[src/rtl/kypd_scan_encoder_pkg.sv]
// -----------------------------------------------------------------------------
// kypd_pkg
// Shared definitions for the 4x4 keypad scan encoder:
//   - NO_KEY      : 5-bit "no key pressed" sentinel (MSB set, never a key index)
//   - KEY_0..KEY_F: ASCII codes emitted on KBCODE
//   - key_to_ascii: key index {row[1:0], col[1:0]} -> ASCII code
//   - kypd_state_e: press FSM states
// -----------------------------------------------------------------------------
package kypd_pkg;

    // A valid key index is 4 bits; the extra MSB marks "nothing pressed".
    localparam logic [4:0] NO_KEY = 5'b1_0000;

    localparam logic [7:0] KEY_0 = 8'h30;
    localparam logic [7:0] KEY_1 = 8'h31;
    localparam logic [7:0] KEY_2 = 8'h32;
    localparam logic [7:0] KEY_3 = 8'h33;
    localparam logic [7:0] KEY_4 = 8'h34;
    localparam logic [7:0] KEY_5 = 8'h35;
    localparam logic [7:0] KEY_6 = 8'h36;
    localparam logic [7:0] KEY_7 = 8'h37;
    localparam logic [7:0] KEY_8 = 8'h38;
    localparam logic [7:0] KEY_9 = 8'h39;
    localparam logic [7:0] KEY_A = 8'h41;
    localparam logic [7:0] KEY_B = 8'h42;
    localparam logic [7:0] KEY_C = 8'h43;
    localparam logic [7:0] KEY_D = 8'h44;
    localparam logic [7:0] KEY_E = 8'h45;
    localparam logic [7:0] KEY_F = 8'h46;

    typedef enum logic [1:0] {
        ARMED = 2'b00,
        FIRE  = 2'b01,
        HELD  = 2'b10
    } kypd_state_e;

    // Key index is {row, col}; layout follows the physical keypad legend.
    function automatic logic [7:0] key_to_ascii(input logic [3:0] idx);
        logic [7:0] code;
        case (idx)
            4'd0:    code = KEY_1;
            4'd1:    code = KEY_2;
            4'd2:    code = KEY_3;
            4'd3:    code = KEY_A;
            4'd4:    code = KEY_4;
            4'd5:    code = KEY_5;
            4'd6:    code = KEY_6;
            4'd7:    code = KEY_B;
            4'd8:    code = KEY_7;
            4'd9:    code = KEY_8;
            4'd10:   code = KEY_9;
            4'd11:   code = KEY_C;
            4'd12:   code = KEY_0;
            4'd13:   code = KEY_F;
            4'd14:   code = KEY_E;
            4'd15:   code = KEY_D;
            default: code = 8'h00;
        endcase
        return code;
    endfunction

endpackage

[src/rtl/kypd_scan_encoder_col_scan.sv]
// -----------------------------------------------------------------------------
// kypd_col_scan
// Walks a single low column across the keypad, synchronizes the rows and
// reduces each full scan to one key index (lowest column, then lowest row).
// Ports:
//   clk, rst_n : clock, asynchronous active-low reset
//   row_i[3:0] : raw keypad rows (pulled up, pressed = 0)
//   col_o[3:0] : registered column drive, one bit low
//   key_o[4:0] : result of the last complete scan (NO_KEY if none)
//   eos_o      : one-cycle pulse when key_o is refreshed (end of scan)
// -----------------------------------------------------------------------------
module kypd_col_scan
    import kypd_pkg::*;
#(
    parameter int SCAN_DIV = 25000
) (
    input  logic       clk,
    input  logic       rst_n,
    input  logic [3:0] row_i,
    output logic [3:0] col_o,
    output logic [4:0] key_o,
    output logic       eos_o
);

    localparam int              DIV_W    = (SCAN_DIV > 1) ? $clog2(SCAN_DIV) : 1;
    localparam logic [DIV_W-1:0] DIV_LAST = DIV_W'(SCAN_DIV - 1);

    logic [3:0]       row_meta_q, row_meta_d;
    logic [3:0]       row_sync_q, row_sync_d;
    logic [DIV_W-1:0] div_cnt_q,  div_cnt_d;
    logic [1:0]       col_idx_q,  col_idx_d;
    logic [3:0]       col_q,      col_d;
    logic [4:0]       scan_key_q, scan_key_d;
    logic [4:0]       key_q,      key_d;
    logic             eos_q,      eos_d;
    logic             sample_s;
    logic [4:0]       col_hit_s;

    // Scan sequencing, per-column sampling and end-of-scan result capture.
    always_comb begin
        row_meta_d = row_i;
        row_sync_d = row_meta_q;
        div_cnt_d  = div_cnt_q;
        col_idx_d  = col_idx_q;
        scan_key_d = scan_key_q;
        key_d      = key_q;
        eos_d      = 1'b0;
        sample_s   = (div_cnt_q == DIV_LAST);

        // Lowest pressed row within the currently driven column.
        casez (row_sync_q)
            4'b???0: col_hit_s = {1'b0, 2'd0, col_idx_q};
            4'b??01: col_hit_s = {1'b0, 2'd1, col_idx_q};
            4'b?011: col_hit_s = {1'b0, 2'd2, col_idx_q};
            4'b0111: col_hit_s = {1'b0, 2'd3, col_idx_q};
            default: col_hit_s = NO_KEY;
        endcase

        // Sampling at the end of the dwell lets the synchronizer and the
        // keypad lines settle after the column switched.
        if (sample_s) begin
            div_cnt_d = {DIV_W{1'b0}};
            col_idx_d = col_idx_q + 2'd1;
            if (col_idx_q == 2'd0) begin
                scan_key_d = col_hit_s;
            end else if (scan_key_q == NO_KEY) begin
                scan_key_d = col_hit_s;
            end else begin
                scan_key_d = scan_key_q;
            end
            if (col_idx_q == 2'd3) begin
                key_d = scan_key_d;
                eos_d = 1'b1;
            end else begin
                key_d = key_q;
                eos_d = 1'b0;
            end
        end else begin
            div_cnt_d = div_cnt_q + DIV_W'(1);
        end

        col_d = ~(4'b0001 << col_idx_d);
    end

    // Scan state registers; rows idle released (all ones) out of reset.
    always_ff @(posedge clk or negedge rst_n) begin
        if (!rst_n) begin
            row_meta_q <= 4'b1111;
            row_sync_q <= 4'b1111;
            div_cnt_q  <= {DIV_W{1'b0}};
            col_idx_q  <= 2'd0;
            col_q      <= 4'b1110;
            scan_key_q <= NO_KEY;
            key_q      <= NO_KEY;
            eos_q      <= 1'b0;
        end else begin
            row_meta_q <= row_meta_d;
            row_sync_q <= row_sync_d;
            div_cnt_q  <= div_cnt_d;
            col_idx_q  <= col_idx_d;
            col_q      <= col_d;
            scan_key_q <= scan_key_d;
            key_q      <= key_d;
            eos_q      <= eos_d;
        end
    end

    assign col_o = col_q;
    assign key_o = key_q;
    assign eos_o = eos_q;

endmodule

[src/rtl/kypd_scan_encoder.sv]
// -----------------------------------------------------------------------------
// kypd_scan_encoder
// 4x4 keypad scanner with per-press debounce; emits one ASCII code and one
// STROBE_LEN-cycle strobe per accepted press (no auto-repeat).
// Ports:
//   CLK         : system clock
//   ARST_L      : asynchronous active-low reset
//   KYPD_ROW    : keypad rows, pulled up, pressed key reads 0
//   KYPD_COL    : registered column drive, exactly one bit low
//   KBCODE      : ASCII code of the last accepted key (holds between presses)
//   kbstrobe_o  : new-key strobe, high STROBE_LEN cycles
// -----------------------------------------------------------------------------
module kypd_scan_encoder
    import kypd_pkg::*;
#(
    parameter int SCAN_DIV       = 25000,
    parameter int DEBOUNCE_SCANS = 20,
    parameter int STROBE_LEN     = 4
) (
    input  logic       CLK,
    input  logic       ARST_L,
    input  logic [3:0] KYPD_ROW,
    output logic [3:0] KYPD_COL,
    output logic [7:0] KBCODE,
    output logic       kbstrobe_o
);

    localparam int               DEB_W   = $clog2(DEBOUNCE_SCANS + 1);
    localparam int               STB_W   = $clog2(STROBE_LEN + 1);
    localparam logic [DEB_W-1:0] DEB_MAX = DEB_W'(DEBOUNCE_SCANS);
    localparam logic [STB_W-1:0] STB_MAX = STB_W'(STROBE_LEN);

    logic [4:0]       scan_key_s;
    logic             scan_eos_s;
    logic             stable_s;
    logic             fire_start_s;

    logic [4:0]       cand_q,       cand_d;
    logic [DEB_W-1:0] stable_cnt_q, stable_cnt_d;
    kypd_state_e      state_q,      state_d;
    logic [STB_W-1:0] strb_cnt_q,   strb_cnt_d;
    logic [7:0]       kbcode_q,     kbcode_d;
    logic             kbstrobe_q,   kbstrobe_d;

    kypd_col_scan #(
        .SCAN_DIV (SCAN_DIV)
    ) u_col_scan (
        .clk   (CLK),
        .rst_n (ARST_L),
        .row_i (KYPD_ROW),
        .col_o (KYPD_COL),
        .key_o (scan_key_s),
        .eos_o (scan_eos_s)
    );

    // Debounce: count consecutive identical scan results (press or release).
    always_comb begin
        cand_d       = cand_q;
        stable_cnt_d = stable_cnt_q;
        if (scan_eos_s) begin
            if (scan_key_s == cand_q) begin
                if (stable_cnt_q == DEB_MAX) begin
                    stable_cnt_d = stable_cnt_q;
                end else begin
                    stable_cnt_d = stable_cnt_q + DEB_W'(1);
                end
            end else begin
                cand_d       = scan_key_s;
                stable_cnt_d = DEB_W'(1);
            end
        end else begin
            cand_d       = cand_q;
            stable_cnt_d = stable_cnt_q;
        end
    end

    // Debounce registers.
    always_ff @(posedge CLK or negedge ARST_L) begin
        if (!ARST_L) begin
            cand_q       <= NO_KEY;
            stable_cnt_q <= {DEB_W{1'b0}};
        end else begin
            cand_q       <= cand_d;
            stable_cnt_q <= stable_cnt_d;
        end
    end

    assign stable_s = (stable_cnt_q == DEB_MAX);

    // FSM state register, including the strobe-length counter.
    always_ff @(posedge CLK or negedge ARST_L) begin
        if (!ARST_L) begin
            state_q    <= ARMED;
            strb_cnt_q <= {STB_W{1'b0}};
        end else begin
            state_q    <= state_d;
            strb_cnt_q <= strb_cnt_d;
        end
    end

    // FSM next state. HELD only re-arms on a stable release, so swapping
    // one held key for another never produces a second strobe.
    always_comb begin
        state_d    = state_q;
        strb_cnt_d = strb_cnt_q;
        case (state_q)
            ARMED: begin
                if ((cand_q != NO_KEY) && stable_s) begin
                    state_d    = FIRE;
                    strb_cnt_d = STB_W'(1);
                end else begin
                    state_d    = ARMED;
                    strb_cnt_d = {STB_W{1'b0}};
                end
            end
            FIRE: begin
                // strb_cnt_q counts strobe cycles already spent in FIRE.
                if (strb_cnt_q >= STB_MAX) begin
                    state_d    = HELD;
                    strb_cnt_d = {STB_W{1'b0}};
                end else begin
                    state_d    = FIRE;
                    strb_cnt_d = strb_cnt_q + STB_W'(1);
                end
            end
            HELD: begin
                if ((cand_q == NO_KEY) && stable_s) begin
                    state_d = ARMED;
                end else begin
                    state_d = HELD;
                end
                strb_cnt_d = {STB_W{1'b0}};
            end
            default: begin
                state_d    = ARMED;
                strb_cnt_d = {STB_W{1'b0}};
            end
        endcase
    end

    // FSM outputs: code latched and strobe raised on the edge entering FIRE.
    always_comb begin
        fire_start_s = (state_q == ARMED) && (state_d == FIRE);
        kbstrobe_d   = (state_d == FIRE);
        if (fire_start_s) begin
            kbcode_d = key_to_ascii(cand_q[3:0]);
        end else begin
            kbcode_d = kbcode_q;
        end
    end

    // Output registers.
    always_ff @(posedge CLK or negedge ARST_L) begin
        if (!ARST_L) begin
            kbcode_q   <= 8'h00;
            kbstrobe_q <= 1'b0;
        end else begin
            kbcode_q   <= kbcode_d;
            kbstrobe_q <= kbstrobe_d;
        end
    end

    assign KBCODE     = kbcode_q;
    assign kbstrobe_o = kbstrobe_q;

endmodule
[config.mk]
export PLATFORM = sky130hd
export DESIGN_NAME = kypd_scan_encoder
export DESIGN_NICKNAME = d
export VERILOG_FILES = /design/src/rtl/kypd_scan_encoder_pkg.sv /design/src/rtl/kypd_scan_encoder_col_scan.sv /design/src/rtl/kypd_scan_encoder.sv
export SDC_FILE = /design/constraint.sdc
export NUM_CORES = 1
export LEC_CHECK = 0
export ABC_CLOCK_PERIOD_IN_PS = 2900
export CAP_MARGIN = 0
export CORE_ASPECT_RATIO = 0.8
export CORE_MARGIN = 2
export CORE_UTILIZATION = 45
export DETAILED_ROUTE_END_ITERATION = 7
export GPL_TIMING_DRIVEN = 0
export PLACE_DENSITY = 0.65
export RECOVER_POWER = 25
export SYNTH_ARGS = -nofsm -noshare
export SYNTH_HDL_FRONTEND = slang
export SYNTH_SLANG_ARGS = --single-unit
[constraint.sdc]
create_clock -name CLK -period 2.9 [get_ports CLK]
set_clock_uncertainty 0.2 [all_clocks]
set_input_delay 0.58 -clock CLK [delete_from_list [all_inputs] [get_ports CLK]]
set_output_delay 0.58 -clock CLK [all_outputs]
set_load 0.05 [all_outputs]
==> flow_summary.toml <==
[setup_path]
r2r_cells = 5
crit_cells = 5
crit_path_start_kind = "flop"
path_max_fanout = 10
required_ns = 2.97
worst-setup-path-type = "reg -> reg"
cpLargestDelayFamily = "simple AND/OR/NAND/NOR gates"
critPathBufInv = 1
slowest_delay_ns = 0.61
slowest_stage = "or4bb_1"
endpoint_kind = "flop"
arrival_ns = 2.52
cp_cell_sequence = "or4bb_1 > nor4_4 > buf_2 > nor3_1 > a21oi_1"

[cells_and_area]
n_fill_cell = 585
fin_cells = 393
layout_commonest_cell = "dfrtp_1"
stdcell_area_um2 = 3430
mostFrequentLayoutCells = "dfrtp_1 (48), nand2_1 (24), inv_1 (18)"
multiInputGateArea_um2 = 1240
seqCellArea_um2 = 1570
syn2layout_area_growth_pct = 17.2
nets = 323
insertedDiodeCount = 0
drive_gt1_share_pct = 15.5
fin_util_pct = 54.0

[sta]
finalHoldViolCount = 0
fin_crit_sh_pct = 84.7
hold-worst-slack_ns = 0.154
timing.fmax_mhz = 407
worst_pin_slew_ns = 1.43
rsz0062_at_grt = "false"
max_slew_margin_pct = 4.90
tns_ns = 0
finalSetupViolCount = 0
drv_slew = 0
finalCriticalPeriod_ns = 2.46

[logic_synthesis]
synthesis.nets = 294
synth_area_leaders = "dfrtp_1 (41%), dfstp_2 (13%), ha_1 (5.6%)"
async_flop_share_pct = 100
synth-main-ff-cell = "dfrtp_1"
synth_edf_count = 0
synth_cells = 275
avgSynthCellArea_um2 = 10.6
synth_top_area_share_pct = 41.1
netlist_area_um2 = 2930
synth_cell_type_count = 49
yosys_warnings = 0
synth-seq-cells = 62
yosysTopAreaCell = "dfrtp_1"
synth-seq-area-share_pct = 53.6

[place]
gp_congestion = 0.806
dp_hpwl_um = 3560
place_inst = 377
postPlaceCellArea_um2 = 3220
portBuffers = 17

[clocking]
cts_buffers = 9
cts_tree = "yes"
cts_buffer_depth = 2
postCtsSetupBuffers = 0
path_clk_slew_ns = 0.07
cts_max_level = 3
worstSkewPairLatency_ns = 0.34
numClockSinks = 62
root_buffer = "clkbuf_8"
cts_hold_buf = 0
cts_resized = 0

[floorplan]
dieArea_um2 = 7170
coreArea_um2 = 6340
io-pin-count = 19
start_util_pct = 46.1
die_x_um = 94.1
core.rowCount = 26
die_y_um = 76.1

[hold_path]
hold_depth = 0
hp-class = "reg -> reg"

[detailed_routing]
wl_per_cell_um = 13.1
first_iter_violations = 84
wl_um = 5170
first_pass_iters = 4
remaining_drc_errors = 0
ant_nets = 0
via_per_inst = 5.23
dr_total_vias = 2057

[global_route]
grt_pass1_wl_um = 9300
track_usage_pct = 16.5
grt_max_degree = 38
grt_overflow_total = 0
antenna_found_initial = 0
grt_pass1_vias = 2044

[outcome]
status = "finished clean"

[power_and_ir_drop]
pwr_density_cell_nw_per_um2 = 492
leakagePower_nw = 1.55
ir_worst_vdd_uv = 324

[run]
maxCapViolCount = 0
[area by class of cell]
class	count	share of cell area, %
multi-input combinational	184	36.1
sequential	62	45.8
buffer	10	1.39
inverter	19	2.08
timing repair buffer	18	5.37
tap	84	3.07
clock inverter	4	0.730
clock buffer	12	5.48
[routing by layer]
layer / GRT usage, % / part of all wire (%)
met5: 0 / 0
met4: 6.09 / 1.8
met3: 4.75 / 3.9
met2: 25.9 / 47
met1: 21.7 / 47
[cell usage after synthesis (2+ instances only)]
library cell / count
o21ai_0: 12
nand3b_1: 3
nand2_1: 24
dfstp_2: 14
o31ai_1: 2
nand3_1: 12
clkbuf_1: 5
xnor2_1: 6
inv_1: 18
mux2_2: 7
mux2_1: 4
a21oi_1: 13
nand4_1: 6
or2_2: 3
xor2_1: 12
o22ai_1: 5
buf_2: 2
nor3_1: 7
and3_1: 3
buf_4: 2
or3_1: 2
nand2b_1: 2
or4_1: 3
nor4_1: 3
nor2_1: 17
a31oi_1: 6
ha_1: 13
dfrtp_1: 48
[worst paths after layout]
check / to / slack, ns / startpoint
worst min-delay path: u_col_scan.row_sync_q[0] / 0.15 / u_col_scan.row_meta_q[0]
worst max register to register: u_col_scan.col_o[3] / 0.44 / u_col_scan.div_cnt_q[12]
min in group asynchronous: strb_cnt_q[2] / 0.36 / ARST_L
max in group asynchronous: u_col_scan.row_sync_q[2] / 1.23 / ARST_L
worst max-delay path: u_col_scan.col_o[3] / 0.44 / u_col_scan.div_cnt_q[12]
worst min register to register: u_col_scan.row_sync_q[0] / 0.15 / u_col_scan.row_meta_q[0]
[flip-flops by register name, indices dropped and copies added, names as in the netlist]
name and flops:
stable_cnt_q 5, cand_q 5, u_col_scan.col_o 4, u_col_scan.div_cnt_q 15
u_col_scan.row_meta_q 4, KBCODE 6, state_q 2, u_col_scan.eos_o 1
kbstrobe_o 1, u_col_scan.key_o 5, strb_cnt_q 3, u_col_scan.col_idx_q 2
u_col_scan.row_sync_q 4, u_col_scan.scan_key_q 5
[worst reg2reg max path, delay by kind of cell (launching register included)]
| family | cells | cell delay, ns |
|---|---|---|
| simple gates | 3 | 1.25 |
| flops | 1 | 0.43 |
| buf+inv | 1 | 0.36 |
| compound gates | 1 | 0.14 |
[where the power goes]
group / switching (mW) / internal, mW / leakage [nW]
clock network: 0.343 / 0.434 / 0.105
registers: 0.00262 / 0.875 / 0.803
logic: 0.0222 / 0.00903 / 0.644
total: 0.367 / 1.32 / 1.55
[cell families (layout without fill, tap and decap cells)]
| group | after synthesis | after routing | share of synthesized area, % |
|---|---|---|---|
| AND/OR/NAND/NOR | 93 | 93 | 17.1 |
| flip-flops | 62 | 62 | 53.6 |
| AO/OA/AOI/OAI | 47 | 47 | 9.54 |
| buffers and inverters | 29 | 63 | 4.06 |
| XOR/XNOR | 18 | 18 | 5.39 |
| adder cells (fa/ha/maj) | 13 | 13 | 5.56 |
| multiplexers | 12 | 12 | 4.58 |
| other | 1 | 1 | 0.128 |
[through the flow]
step	worst slack, ns	power [mW]
floorplan	0.698	0.900
global placement	-0.952	0.925
detailed placement	0.459	0.928
CTS	0.424	1.72
global route	0.232	1.76
finish	0.442	1.69
No activity file was read; power rests on OpenSTA's default activity.
